==> src/rtl/vga_pkg.sv <==
// Shared VGA timing constants for the 640x480@60 raster and the RGB332 pixel format.
// Consumers of the raster counters import this for the active-window bounds.
package vga_pkg;

    typedef logic [9:0] coord_t;

    localparam int H_ACTIVE_DEF   = 640;
    localparam int H_FP_DEF       = 16;
    localparam int H_SYNC_DEF     = 96;
    localparam int H_BP_DEF       = 48;
    localparam int V_ACTIVE_DEF   = 480;
    localparam int V_FP_DEF       = 10;
    localparam int V_SYNC_DEF     = 2;
    localparam int V_BP_DEF       = 33;
    localparam int PIPE_DELAY_DEF = 2;

    // Sync END values are exclusive: the first count after the pulse.
    localparam coord_t H_TOTAL      = coord_t'(H_ACTIVE_DEF + H_FP_DEF + H_SYNC_DEF + H_BP_DEF);
    localparam coord_t V_TOTAL      = coord_t'(V_ACTIVE_DEF + V_FP_DEF + V_SYNC_DEF + V_BP_DEF);
    localparam coord_t H_SYNC_START = coord_t'(H_ACTIVE_DEF + H_FP_DEF);
    localparam coord_t H_SYNC_END   = coord_t'(H_ACTIVE_DEF + H_FP_DEF + H_SYNC_DEF);
    localparam coord_t V_SYNC_START = coord_t'(V_ACTIVE_DEF + V_FP_DEF);
    localparam coord_t V_SYNC_END   = coord_t'(V_ACTIVE_DEF + V_FP_DEF + V_SYNC_DEF);

    localparam int RGB_R_MSB = 7;
    localparam int RGB_R_LSB = 5;
    localparam int RGB_G_MSB = 4;
    localparam int RGB_G_LSB = 2;
    localparam int RGB_B_MSB = 1;
    localparam int RGB_B_LSB = 0;

    typedef struct packed {
        logic hs;
        logic vs;
        logic active;
    } sync_bits_t;

    localparam sync_bits_t SYNC_BITS_IDLE = '{hs: 1'b1, vs: 1'b1, active: 1'b0};

    function automatic coord_t wrap_inc(input coord_t value, input coord_t last);
        return (value == last) ? '0 : value + coord_t'(1);
    endfunction

endpackage

==> src/rtl/vga_timing_gen_if.sv <==
// Raster/pixel bundle between the VGA timing generator and the grid-to-video fetch stage.
// px_en is a free-running strobe with no back-pressure; the fetch stage must keep pace.
interface vga_timing_gen_if;
    import vga_pkg::*;

    logic       px_en;
    coord_t     h_count;
    coord_t     v_count;
    logic       active;
    logic       line_start;
    logic       frame_start;
    logic [7:0] pixel_rgb_in;
    logic       hsync;
    logic       vsync;
    logic [2:0] vga_r;
    logic [2:0] vga_g;
    logic [1:0] vga_b;

    modport master (
        output px_en, h_count, v_count, active, line_start, frame_start,
        output hsync, vsync, vga_r, vga_g, vga_b,
        input  pixel_rgb_in
    );

    modport slave (
        input  px_en, h_count, v_count, active, line_start, frame_start,
        input  hsync, vsync, vga_r, vga_g, vga_b,
        output pixel_rgb_in
    );

endinterface

==> src/rtl/vga_sync_delay.sv <==
// Enable-qualified shift register aligning sync/blank decodes with the pixel fetch latency.
// Every stage resets to RESET_VAL so the pins come up idle regardless of depth.
module vga_sync_delay #(
    parameter int               DEPTH     = 2,
    parameter int               WIDTH     = 3,
    parameter logic [WIDTH-1:0] RESET_VAL = '0
) (
    input  logic             clk,
    input  logic             reset,
    input  logic             en_i,
    input  logic [WIDTH-1:0] d_i,
    output logic [WIDTH-1:0] q_o
);

    logic [WIDTH-1:0] stage_q [DEPTH];
    logic [WIDTH-1:0] stage_d [DEPTH];

    always_comb begin
        for (int i = 0; i < DEPTH; i++) begin
            stage_d[i] = stage_q[i];
        end
        if (en_i) begin
            stage_d[0] = d_i;
            for (int i = 1; i < DEPTH; i++) begin
                stage_d[i] = stage_q[i-1];
            end
        end
    end

    always_ff @(posedge clk) begin
        for (int i = 0; i < DEPTH; i++) begin
            if (reset) begin
                stage_q[i] <= RESET_VAL;
            end else begin
                stage_q[i] <= stage_d[i];
            end
        end
    end

    assign q_o = stage_q[DEPTH-1];

endmodule

==> src/rtl/vga_timing_gen.sv <==
// VGA raster timing from a 2:1 pixel strobe, plus the registered sync/colour pin stage
// whose sync path is delayed to line up with the fetch stage's pixel latency.
module vga_timing_gen
    import vga_pkg::*;
#(
    parameter int H_ACTIVE   = H_ACTIVE_DEF,
    parameter int H_FP       = H_FP_DEF,
    parameter int H_SYNC     = H_SYNC_DEF,
    parameter int H_BP       = H_BP_DEF,
    parameter int V_ACTIVE   = V_ACTIVE_DEF,
    parameter int V_FP       = V_FP_DEF,
    parameter int V_SYNC     = V_SYNC_DEF,
    parameter int V_BP       = V_BP_DEF,
    parameter int PIPE_DELAY = PIPE_DELAY_DEF
) (
    input  logic             clk,
    input  logic             reset,
    vga_timing_gen_if.master vga
);

    localparam coord_t H_LAST   = coord_t'(H_ACTIVE + H_FP + H_SYNC + H_BP - 1);
    localparam coord_t V_LAST   = coord_t'(V_ACTIVE + V_FP + V_SYNC + V_BP - 1);
    localparam coord_t H_ACT    = coord_t'(H_ACTIVE);
    localparam coord_t V_ACT    = coord_t'(V_ACTIVE);
    localparam coord_t HS_START = coord_t'(H_ACTIVE + H_FP);
    localparam coord_t HS_END   = coord_t'(H_ACTIVE + H_FP + H_SYNC);
    localparam coord_t VS_START = coord_t'(V_ACTIVE + V_FP);
    localparam coord_t VS_END   = coord_t'(V_ACTIVE + V_FP + V_SYNC);

    logic       phase_q, phase_d;
    coord_t     h_q, h_d;
    coord_t     v_q, v_d;
    logic       hsync_q, hsync_d;
    logic       vsync_q, vsync_d;
    logic [7:0] rgb_q, rgb_d;

    sync_bits_t raw;
    sync_bits_t dly;
    logic       line_start;

    // The phase flop doubles as the pixel strobe: counters move only on its high cycles.
    always_comb begin
        phase_d = ~phase_q;
        h_d     = h_q;
        v_d     = v_q;
        if (phase_q) begin
            h_d = wrap_inc(h_q, H_LAST);
            if (h_q == H_LAST) begin
                v_d = wrap_inc(v_q, V_LAST);
            end
        end
    end

    always_ff @(posedge clk) begin
        if (reset) begin
            phase_q <= 1'b0;
            h_q     <= '0;
            v_q     <= '0;
        end else begin
            phase_q <= phase_d;
            h_q     <= h_d;
            v_q     <= v_d;
        end
    end

    always_comb begin
        raw.active = (h_q < H_ACT) && (v_q < V_ACT);
        raw.hs     = ~((h_q >= HS_START) && (h_q < HS_END));
        raw.vs     = ~((v_q >= VS_START) && (v_q < VS_END));
    end

    vga_sync_delay #(
        .DEPTH     (PIPE_DELAY),
        .WIDTH     ($bits(sync_bits_t)),
        .RESET_VAL (SYNC_BITS_IDLE)
    ) u_sync_delay (
        .clk   (clk),
        .reset (reset),
        .en_i  (phase_q),
        .d_i   (raw),
        .q_o   (dly)
    );

    // The pixel arriving now belongs to the same raster position as the delayed decode.
    always_comb begin
        hsync_d = hsync_q;
        vsync_d = vsync_q;
        rgb_d   = rgb_q;
        if (phase_q) begin
            hsync_d = dly.hs;
            vsync_d = dly.vs;
            rgb_d   = dly.active ? vga.pixel_rgb_in : 8'h00;
        end
    end

    always_ff @(posedge clk) begin
        if (reset) begin
            hsync_q <= 1'b1;
            vsync_q <= 1'b1;
            rgb_q   <= '0;
        end else begin
            hsync_q <= hsync_d;
            vsync_q <= vsync_d;
            rgb_q   <= rgb_d;
        end
    end

    assign line_start      = phase_q & (h_q == '0);
    assign vga.px_en       = phase_q;
    assign vga.h_count     = h_q;
    assign vga.v_count     = v_q;
    assign vga.active      = raw.active;
    assign vga.line_start  = line_start;
    assign vga.frame_start = line_start & (v_q == '0);
    assign vga.hsync       = hsync_q;
    assign vga.vsync       = vsync_q;
    assign vga.vga_r       = rgb_q[RGB_R_MSB:RGB_R_LSB];
    assign vga.vga_g       = rgb_q[RGB_G_MSB:RGB_G_LSB];
    assign vga.vga_b       = rgb_q[RGB_B_MSB:RGB_B_LSB];

endmodule

==> src/flat_wrapper.sv <==
// flat-port wrapper written by rule: the top's interface ports become plain ports
module vga_timing_gen_flat import vga_pkg::*;
#(
    parameter int H_ACTIVE   = H_ACTIVE_DEF,
    parameter int H_FP       = H_FP_DEF,
    parameter int H_SYNC     = H_SYNC_DEF,
    parameter int H_BP       = H_BP_DEF,
    parameter int V_ACTIVE   = V_ACTIVE_DEF,
    parameter int V_FP       = V_FP_DEF,
    parameter int V_SYNC     = V_SYNC_DEF,
    parameter int V_BP       = V_BP_DEF,
    parameter int PIPE_DELAY = PIPE_DELAY_DEF
)
  (clk, reset, vga_px_en, vga_h_count, vga_v_count, vga_active, vga_line_start, vga_frame_start, vga_hsync, vga_vsync, vga_vga_r, vga_vga_g, vga_vga_b, vga_pixel_rgb_in);
  vga_timing_gen_if vga_i ();
  input  logic clk;
  input  logic reset;
  output wire logic [$bits(vga_i.px_en)-1:0] vga_px_en;
  output wire logic [$bits(vga_i.h_count)-1:0] vga_h_count;
  output wire logic [$bits(vga_i.v_count)-1:0] vga_v_count;
  output wire logic [$bits(vga_i.active)-1:0] vga_active;
  output wire logic [$bits(vga_i.line_start)-1:0] vga_line_start;
  output wire logic [$bits(vga_i.frame_start)-1:0] vga_frame_start;
  output wire logic [$bits(vga_i.hsync)-1:0] vga_hsync;
  output wire logic [$bits(vga_i.vsync)-1:0] vga_vsync;
  output wire logic [$bits(vga_i.vga_r)-1:0] vga_vga_r;
  output wire logic [$bits(vga_i.vga_g)-1:0] vga_vga_g;
  output wire logic [$bits(vga_i.vga_b)-1:0] vga_vga_b;
  input wire logic [$bits(vga_i.pixel_rgb_in)-1:0] vga_pixel_rgb_in;
  assign vga_px_en = vga_i.px_en;
  assign vga_h_count = vga_i.h_count;
  assign vga_v_count = vga_i.v_count;
  assign vga_active = vga_i.active;
  assign vga_line_start = vga_i.line_start;
  assign vga_frame_start = vga_i.frame_start;
  assign vga_hsync = vga_i.hsync;
  assign vga_vsync = vga_i.vsync;
  assign vga_vga_r = vga_i.vga_r;
  assign vga_vga_g = vga_i.vga_g;
  assign vga_vga_b = vga_i.vga_b;
  assign vga_i.pixel_rgb_in = vga_pixel_rgb_in;
  vga_timing_gen #(.H_ACTIVE(H_ACTIVE), .H_FP(H_FP), .H_SYNC(H_SYNC), .H_BP(H_BP), .V_ACTIVE(V_ACTIVE), .V_FP(V_FP), .V_SYNC(V_SYNC), .V_BP(V_BP), .PIPE_DELAY(PIPE_DELAY)) u_core (.clk(clk), .reset(reset), .vga(vga_i));
endmodule
==> config.mk <==
export PLATFORM = sky130hd
export DESIGN_NAME = vga_timing_gen_flat
export DESIGN_NICKNAME = d
export VERILOG_FILES = /design/src/rtl/vga_pkg.sv /design/src/rtl/vga_timing_gen_if.sv /design/src/rtl/vga_sync_delay.sv /design/src/rtl/vga_timing_gen.sv /design/src/flat_wrapper.sv
export SDC_FILE = /design/constraint.sdc
export NUM_CORES = 1
export LEC_CHECK = 0
export CELL_PAD_IN_SITES_DETAIL_PLACEMENT = 1
export CELL_PAD_IN_SITES_GLOBAL_PLACEMENT = 2
export CORE_MARGIN = 2
export CORE_UTILIZATION = 26
export DETAILED_ROUTE_END_ITERATION = 8
export PLACE_DENSITY_LB_ADDON = 0.08
export SYNTH_ARGS = -nofsm -noshare
export SYNTH_HDL_FRONTEND = slang
export SYNTH_HIERARCHICAL = 1
export SYNTH_SLANG_ARGS = --single-unit
==> constraint.sdc <==
create_clock -name clk -period 1.9 [get_ports clk]
set_input_delay 0.285 -clock clk [delete_from_list [all_inputs] [get_ports clk]]
set_output_delay 0.285 -clock clk [all_outputs]
set_load 0.005 [all_outputs]
* Word level (Yosys, flattened, before mapping)
Memories as Yosys holds them, arrays and structs flattened.
Cells that the tools add are included.
** Word-level totals
- Bits in registers :: 31
- Bits in latches :: 0
- Memory bits (writable) :: 6
- ROM bits :: 0
- Bits of input ports :: 10
- Output and inout bits :: 34
- Word-level logic and storage cells :: 39
- Memories kept :: 1
** Memory list
- u_core.u_sync_delay.stage_q :: depth 2, bits a word 3, rd ports 2, clocked after memory_dff 0, wr ports 2, RTL line vga_sync_delay.sv:15 : logic [WIDTH-1:0] stage_q [DEPTH];
** Operators by class
- Add/sub/neg operators :: 2
- $mul :: 0
- Divide/modulo/power cells :: 0
- Magnitude comparators :: 6
- Equality and inequality tests :: 2
- Shifts and indexed selects :: 0
- Mux-type cells :: 9
- Bitwise logic cells :: 7
- Reductions and logical operators :: 6
** Operators by type and width (count)
- adder 10 x 1 -> 10 bit (second input constant) :: 2
- equality test 10 bit (second input constant) :: 2
- zero test 10 bit :: 2
- < comparator 10 bit (second input constant) :: 2
- < comparator 10 x 9 -> 1 bit (second input constant) :: 2
- 2-to-1 mux 10 bit :: 2
- greater-or-equal comparator 10 bit (second input constant) :: 1
- greater-or-equal comparator 10 x 9 -> 1 bit (second input constant) :: 1
- 2-to-1 mux 8 bit :: 1
- 2-to-1 mux 3 bit :: 2
- 2-to-1 mux 6 bit :: 1
- logical AND 1 bit :: 3
- 2-to-1 mux 1 bit :: 3
- inverter 1 bit :: 3
- bitwise AND 1 bit :: 2
- OR 1 bit :: 2
- AND reduction 2 bit :: 1

* Logic depth before layout (Yosys ltp)
Gate-level depths: netlist (run 1).
- Word-level depth :: 5
- Gate-level depth with buffers :: 6
- Depth with buffers taken out :: 6

* Cells and area by module
The synthesis (run 1) kept the hierarchy.
** Modules (own cells, without submodules)
- vga_timing_gen :: times used 1, cells each 167, area each 1520.2 um2, seq. area each 620.6 um2
- vga_sync_delay :: times used 1, cells each 19, area each 229.0 um2, seq. area each 120.1 um2

* Worst setup path before layout (run 1)
No wires, ideal clock.
- Path kind :: register -> register
- From :: reg u_core.h_q[0] (netlist: u_core/vga.h_count[0])
- To :: reg u_core.v_q[7] (netlist: u_core/vga.v_count[7])
- Library setup time :: 0.070 ns
- Arrival :: 1.791 ns
- Path slack :: 0.039 ns
- Stages on the path, launching flop included :: 6
- Buffers on the path :: 0
- Period minus slack after synthesis :: 1.861 ns
- Cells stage by stage :: dfxtp_1 -> ha_1 -> nand4_4 -> or4_4 -> or3_1 -> a21oi_1
** Between the ends
- Cells in the longest elaborated chain, start to end :: 2
** Ends and longest elaborated chain
- start, declared :: RTL line vga_timing_gen.sv:31 : coord_t h_q, h_d;
- start signal, assigned :: RTL line vga_timing_gen.sv:57 : h_q <= '0;
- start signal, assigned :: RTL line vga_timing_gen.sv:61 : h_q <= h_d;
- equality test 10 bit :: RTL line vga_timing_gen.sv:48 : if (h_q == H_LAST) begin
- AND reduction 2 bit (no line)
- end signal, assigned :: RTL line vga_timing_gen.sv:62 : v_q <= v_d;
- end, declared :: RTL line vga_timing_gen.sv:32 : coord_t v_q, v_d;
No other way between the ends.
A chain may end at the register's enable or synchronous reset.

* Final worst setup path (run 1)
- From :: reg u_core.h_q[6] (netlist: u_core/vga.h_count[6])
- To :: out vga_frame_start
** Between the ends
- Cells in the longest elaborated chain, start to end :: 3
** Ends and longest elaborated chain
- zero test 10 bit :: RTL line vga_timing_gen.sv:108 : assign line_start = phase_q & (h_q == '0);
- bitwise AND 1 bit :: RTL line vga_timing_gen.sv:108
- bitwise AND 1 bit :: RTL line vga_timing_gen.sv:114 : assign vga.frame_start = line_start & (v_q == '0);
- end, declared :: RTL line flat_wrapper.sv:23 : output wire logic [$bits(vga_i.frame_start)-1:0] vga_frame_start;
No other way between the ends.

==> results of run 1 <==
## worst register-to-register path, cell delays in order (launching register included)
cell and delay [ns]:
dfxtp_2 0.38, ha_2 0.24, nand4_4 0.12, or4_4 0.57, or3_1 0.32, a21oi_1 0.15
## final cells by class
class	count	area, um^2	area share, %
Sequential cell	37	754	29.7
Clock inverter	2	38.8	1.53
Inverter	5	18.8	0.740
Clock buffer	6	72.6	2.86
Tap cell	77	96.3	3.80
Multi-Input combinational cell	135	913	36.0
Timing Repair Buffer	70	642	25.3
## power groups by stage
stage               Combinational [W]  Clock (W)  Sequential (W)
floorplan                   0.0000621          0        0.000824
global route                 0.000159   0.000739        0.000808
global placement             0.000136          0        0.000822
CTS                          0.000145   0.000704        0.000807
finish                       0.000146   0.000679        0.000805
detailed placement           0.000141          0        0.000824
## worst paths after layout
| path | start | to | slack, ns |
|---|---|---|---|
| setup / recovery | u_core/vga.h_count[6] | vga_frame_start | 0.05 |
| hold / removal | u_core/u_sync_delay/stage_q[1][1] | u_core/vga.vsync | 0.47 |
| setup reg to reg | u_core/vga.h_count[0] | u_core/vga.v_count[9] | 0.06 |
| hold reg to reg | u_core/u_sync_delay/stage_q[1][1] | u_core/vga.vsync | 0.47 |
## what timing repair did
item	4_1_cts	5_1_grt
pin swaps	3	3
setup buffers	2	2
gates cloned	0	0
resized for setup	11	12
endpoints found under the setup margin	6	6
hold buffers	0	0
## registers in the layout (all words and copies together) (netlist names)
register                     flops
u_core/rgb_q                     8
u_core/u_sync_delay/stage_q      6
u_core/vga.h_count              10
u_core/vga.hsync                 1
u_core/vga.px_en                 1
u_core/vga.v_count              10
u_core/vga.vsync                 1
## cell families (layout without fill, tap and decap cells)
kind of cell / count (synthesis) / in the layout / share of synthesized area [%]
DFF: 37 / 37 / 42.3
and+or+nand+nor: 88 / 88 / 30.8
adders and majority gates: 4 / 4 / 2.86
AOI/OAI and AO/OA: 25 / 25 / 9.01
muxes: 5 / 5 / 2.86
buffers and inverters: 14 / 83 / 5.65
xor gates and xnor gates: 13 / 13 / 6.51
## metal layers
layer,vias up,wire length [um],global-route usage (%)
met1,810,2350,17.3
met2,41,2560,24.0
li1,787,-,-
met5,-,0,0
met3,9,175,3.27
met4,0,107,5.63
## stage by stage
| step | instance area (um^2) | hold slack, ns |
|---|---|---|
| finish | 2540 | 0.466 |
| global route | 2540 | 0.474 |
| CTS | 2500 | 0.468 |
| detailed placement | 2370 | 0.448 |
| global placement | 2370 | 0.436 |
| floorplan | 1750 | 0.357 |
## placed cells by master, fill, tap and decap left out, drive strengths merged, types with 6 or more instances in the layout
master,instances
buf,28
nor3,9
nor2,23
xnor2,7
a21oi,12
nor2b,16
dfxtp,37
clkdlybuf4s50,40
clkbuf,6
a211o,6
xor2,6
==> reports/qor.csv, run 1 <==
metric,value,unit
Tmin final,1.85,ns
"Largest stage delay, worst path",0.32,ns
RSZ-0062 raised after global routing,yes,
Synth-to-Final Area Change,45.0,%
WP depth,6,
Post-Place Cells,320,
IO buf count,43,
WL per Instance,15.6,um
cell area power density,643,nW/um^2
Worst-Skew Late Latency,0.29,ns
Initial Utilization,27.2,%
CP cell instances,or2_1 -> nor2_1 -> and4_1 -> buf_6 -> and4_1 -> buf_2,
slew margin rel.,71.7,%
fmax,0.539,GHz
"CP delay by family, top",simple AND/OR/NAND/NOR gates,
DRT iter0 DRCs,49,
"slowest stage cell, crit path",dfxtp_2,
# setup viols final,0,
Comb pwr share,8.9,%
commonest cells in the netlist,"dfxtp_1 (37), nor2_1 (23), a21oi_1 (12), nor2b_1 (12), nor3_1 (8)",
setup_tns,0,ns
Switching Power,0.000360,W
Post-DRT Antenna Nets,0,
Total Routing Usage GR,14.2,%
Final Cycle Share,97.6,%
initial antenna violation count,0,
n_diodes,0,
hold depth,1,
Yosys warnings,6,
most area-hungry cell type in the Yosys netlist,dfxtp_1,
total power draw,0.00163,W
"count leader, synth",dfxtp_1,
Synth top area share,42.3,%
asr flop ratio synth,0,%
Final WS setup,0.0459,ns
First-pass DRT Iterations,4,
Layout Skew,0.00910,ns
grt ovf,0,
# DRC,0,
peak supply drop,258,uV
Setup crit end kind,output pin,
sequential area share after synthesis,42.3,%
Yosys reg bits,37,
pre-CTS WS,-0.0103,ns
Syn Inst Count,186,
DIE AREA,7400,um^2
critical path type,reg2out,
FF-to-FF path depth,5,
Yosys cell types,41,
CTS Buf Count,5,
Synthesized Nets,200,
IO Count,44,
"EDFF count, synth",0,
CTS tree,yes,
Worst Path Buf+Inv,2,
MaxCap Viol Count,0,
num rows,29,
Final HPWL DP,3830,um
die span in x,86.0,um
Final Non-Filler Cells,332,
Final Hold Fails,0,
Clock Tree Buf Depth,2,
first-pass GRT wire length,8330,um
H-tree depth,2,
clock-pin slew of the registers on the worst-case setup and hold paths,0.08,ns
# fillers,750,
final slew viol count,0,
fraction of final layout cells sized beyond drive strength 1,22.4,%
Crit path arrival time,1.57,ns
Reg power frac,49.4,%
die height,86.0,um
P_leak,0.967,nW
vias in the first global route,1718,
"most used cell, CP",and4_1,
CP Max Fanout,2,
Synth area leaders,"dfxtp_1 (42%), nor2_1 (4.9%), nor2b_1 (4.3%)",
Slew @ Worst Pin,0.423,ns
"Top FF cell, synth",dfxtp_1,
CP required,1.62,ns
Int Pwr,0.00127,W
syn_area_per_cell,9.40,um^2
gpl congestion,0.791,
nets,268,
Hold Path Class,reg2reg,
Clk network pwr share,41.7,%
Detailed Route WL,5190,um
core area,6420,um^2
CTS Sinks,37,
synthesized area,1750,um^2
Net Sw Frac,22.1,%
outcome,"finished, final reports clean",
vias after detailed routing,1647,
pin count of the biggest net entering global routing,31,
Startpoint Class,flop,
Final Util,39.5,%
Root Buffer,clkbuf_8,
Via-to-Cell Ratio,4.96,
Power figures use the tool's default switching activity.
==> run 2: changes to the inputs <==
--- a/config.mk
+++ b/config.mk
@@ -9,6 +9,7 @@
 export CELL_PAD_IN_SITES_GLOBAL_PLACEMENT = 2
 export CORE_MARGIN = 2
 export CORE_UTILIZATION = 26
+export CTS_CLUSTER_DIAMETER = 200
 export DETAILED_ROUTE_END_ITERATION = 8
 export PLACE_DENSITY_LB_ADDON = 0.08
 export SYNTH_ARGS = -nofsm -noshare
==> results of run 2 <==
No change in the layout: final DEF, timing and power equal those of run 1.
==> run 3: changes to the inputs <==
--- a/config.mk
+++ b/config.mk
@@ -9,7 +9,8 @@
 export CELL_PAD_IN_SITES_GLOBAL_PLACEMENT = 2
 export CORE_MARGIN = 2
 export CORE_UTILIZATION = 26
-export CTS_CLUSTER_DIAMETER = 200
+export CTS_CLUSTER_DIAMETER = 30
+export CTS_CLUSTER_SIZE = 40
 export DETAILED_ROUTE_END_ITERATION = 8
 export PLACE_DENSITY_LB_ADDON = 0.08
 export SYNTH_ARGS = -nofsm -noshare
==> constraint.sdc (replaced) <==
create_clock -name clk -period 1.9 [get_ports clk]
set_input_delay 0.285 -clock clk [delete_from_list [all_inputs] [get_ports clk]]
set_output_delay 0.285 -clock clk [all_outputs]
set_load 0.01 [all_outputs]
==> run 3 against run 2 <==
Net effect:
- maximum frequency is 2.2% lower
- clock skew is 0.0036 ns lower
- clock-buffer cell count is 1 higher
- routed wire length is 0.27% higher
- sequential share of layout area is 0.23 points higher
- combinational power is 3% higher
- largest cell class unchanged
- highest routed layer unchanged
==> reports/qor.csv, run 3 (synthesis results as in run 1) <==
metric,value,unit,change
num rows,29,,unchanged
first-pass GRT wire length,8510,um,+2.1%
First-pass DRT Iterations,4,,unchanged
fmax,0.527,GHz,-2.2%
Hold WS,0.471,ns,+0.00470 ns
P_leak,0.959,nW,-0.85%
RSZ-0062 raised after global routing,yes,,
Startpoint Class,flop,,
CTS tree,yes,,
"most used cell, CP",and4_1,,
MaxCap Viol Count,0,,unchanged
Final Non-Filler Cells,330,,-0.60%
total power draw,0.00157,W,-3.9%
gpl congestion,0.819,,+3.5%
reg2reg start,u_core/vga.h_count[5],,
CTS Sinks,37,,unchanged
Hold Path Class,reg2reg,,
DRT iter0 DRCs,58,,+18%
CP required,1.62,ns,about the same
critical path type,reg2out,,
n_diodes,0,,unchanged
Tmin final,1.90,ns,+0.0425 ns
reg2reg setup slack,0.07,ns,about the same
Worst-Skew Late Latency,0.29,ns,about the same
GR Util met3,3.46,%,+0.19 points
Synth-to-Final Area Change,43.4,%,
vias in the first global route,1671,,-2.7%
# DRC,0,,unchanged
cell area power density,625,nW/um^2,-2.8%
CTS Buf Count,5,,unchanged
critical hold path startpoint,u_core/u_sync_delay/stage_q[1][1],,
CP cell instances,or2_1 -> nor2_2 -> and4_1 -> buf_4 -> and4_1 -> buf_2,,
"commonest non-fill, non-tap cell in the layout",clkdlybuf4s50_1,,
nets,266,,-0.75%
vias after detailed routing,1605,,-2.6%
grt met1 use,18.1,%,+0.75 points
die span in x,86.0,um,unchanged
# fillers,743,,-0.93%
Worst Hold Path EP,u_core/vga.vsync,,
Layout Skew,0.00551,ns,-0.00359 ns
Post-DRT Antenna Nets,0,,unchanged
clock-pin slew of the registers on the worst-case setup and hold paths,0.07,ns,about the same
die height,86.0,um,unchanged
DIE AREA,7400,um^2,unchanged
Slew @ Worst Pin,0.404,ns,-0.0193 ns
Detailed Route WL,5200,um,+0.27%
"slowest stage cell, crit path",dfxtp_2,,
Initial Utilization,27.2,%,unchanged
Post-Place Cells,319,,-0.31%
hold depth,1,,unchanged
Final HPWL DP,3880,um,+1.5%
fraction of final layout cells sized beyond drive strength 1,22.1,%,-0.22 points
final slew viol count,0,,unchanged
Critical R2R Capture,u_core/vga.v_count[9],,
"Largest stage delay, worst path",0.32,ns,about the same
pin count of the biggest net entering global routing,32,,+3.2%
Via-to-Cell Ratio,4.86,,-2.0%
crit path from,u_core/vga.h_count[6],,
"commonest non-fill, non-tap cells in the layout","clkdlybuf4s50_1 (40), dfxtp_1 (30), buf_4 (24)",,
Total Routing Usage GR,14.7,%,+0.58 points
Final Util,39.1,%,-0.43 points
Clock Tree Buf Depth,2,,unchanged
# setup viols final,0,,unchanged
grt met2 use,25.6,%,+1.6 points
outcome,"finished, final reports clean",,
peak supply drop,242,uV,-6.0%
slew margin rel.,72.8,%,+1.1 points
IO buf count,43,,unchanged
H-tree depth,2,,unchanged
core area,6420,um^2,unchanged
Final Cycle Share,99.8,%,+2.2 points
grt ovf,0,,unchanged
FF-to-FF path depth,5,,unchanged
setup_tns,0,ns,unchanged
WL per Instance,15.8,um,+0.88%
grt peak-use layer,met2,,
Root Buffer,clkbuf_8,,
CP Max Fanout,2,,unchanged
initial antenna violation count,0,,unchanged
Crit path arrival time,1.61,ns,+0.04 ns
IO Count,44,,unchanged
Setup crit end kind,output pin,,
Final Hold Fails,0,,unchanged
==> run 3: worst max-delay path by stage <==
stage | to | slack, ns | cells after the start
2_1_floorplan | u_core/vga.v_count[7] | 0.006 | 5
3_5_place_dp | u_core/vga.v_count[7] | -0.02 | 5
6_report | vga_frame_start | 0.003 | 6
5_1_grt | vga_frame_start | -0.11 | 6
4_1_cts | vga_frame_start | -0.07 | 6
3_3_place_gp | vga_frame_start | 0.008 | 4
==> run 3: metrics by stage <==
step                cell area (um^2)  setup slack (ns)
finish                          2510           0.00335
floorplan                       1750           0.00631
detailed placement              2360           -0.0164
global route                    2510            -0.110
global placement                2360           0.00844
CTS                             2490           -0.0684
==> run 3: what timing repair did <==
item                                    4_1_cts  5_1_grt
buffers inserted                              1        2
endpoints found under the setup margin        5        5
gates resized for setup                      12        9
hold buffers                                  0        0
pin swaps                                     1        3
==> run 3: area by class of cell <==
class | instances | area (um^2) | share of cell area, %
multi-input combinational | 135 | 921 | 36.7
timing repair buffer | 68 | 619 | 24.7
inverter | 5 | 18.8 | 0.748
clock inverter | 1 | 5.00 | 0.200
sequential | 37 | 752 | 30.0
clock buffer | 7 | 96.3 | 3.84
tap | 77 | 96.3 | 3.84
==> run 3: critical path: cells and delay by family (launching register included) <==
kind / cells / cell delay [ns]
and+or+nand+nor: 4 / 0.75
DFF: 1 / 0.32
buffers and inverters: 2 / 0.25
==> run 3: layer usage <==
layer	wire length, um	vias up
met5	0	-
met4	63	0
met3	196	6
li1	-	790
met2	2580	31
met1	2360	778
==> run 3: where the power goes <==
group	internal [W]	leakage (nW)	switching (W)
registers	0.000794	0.304	0.0000130
clock network	0.000328	0.0542	0.000281
logic	0.0000838	0.600	0.0000665
total	0.00121	0.959	0.000361
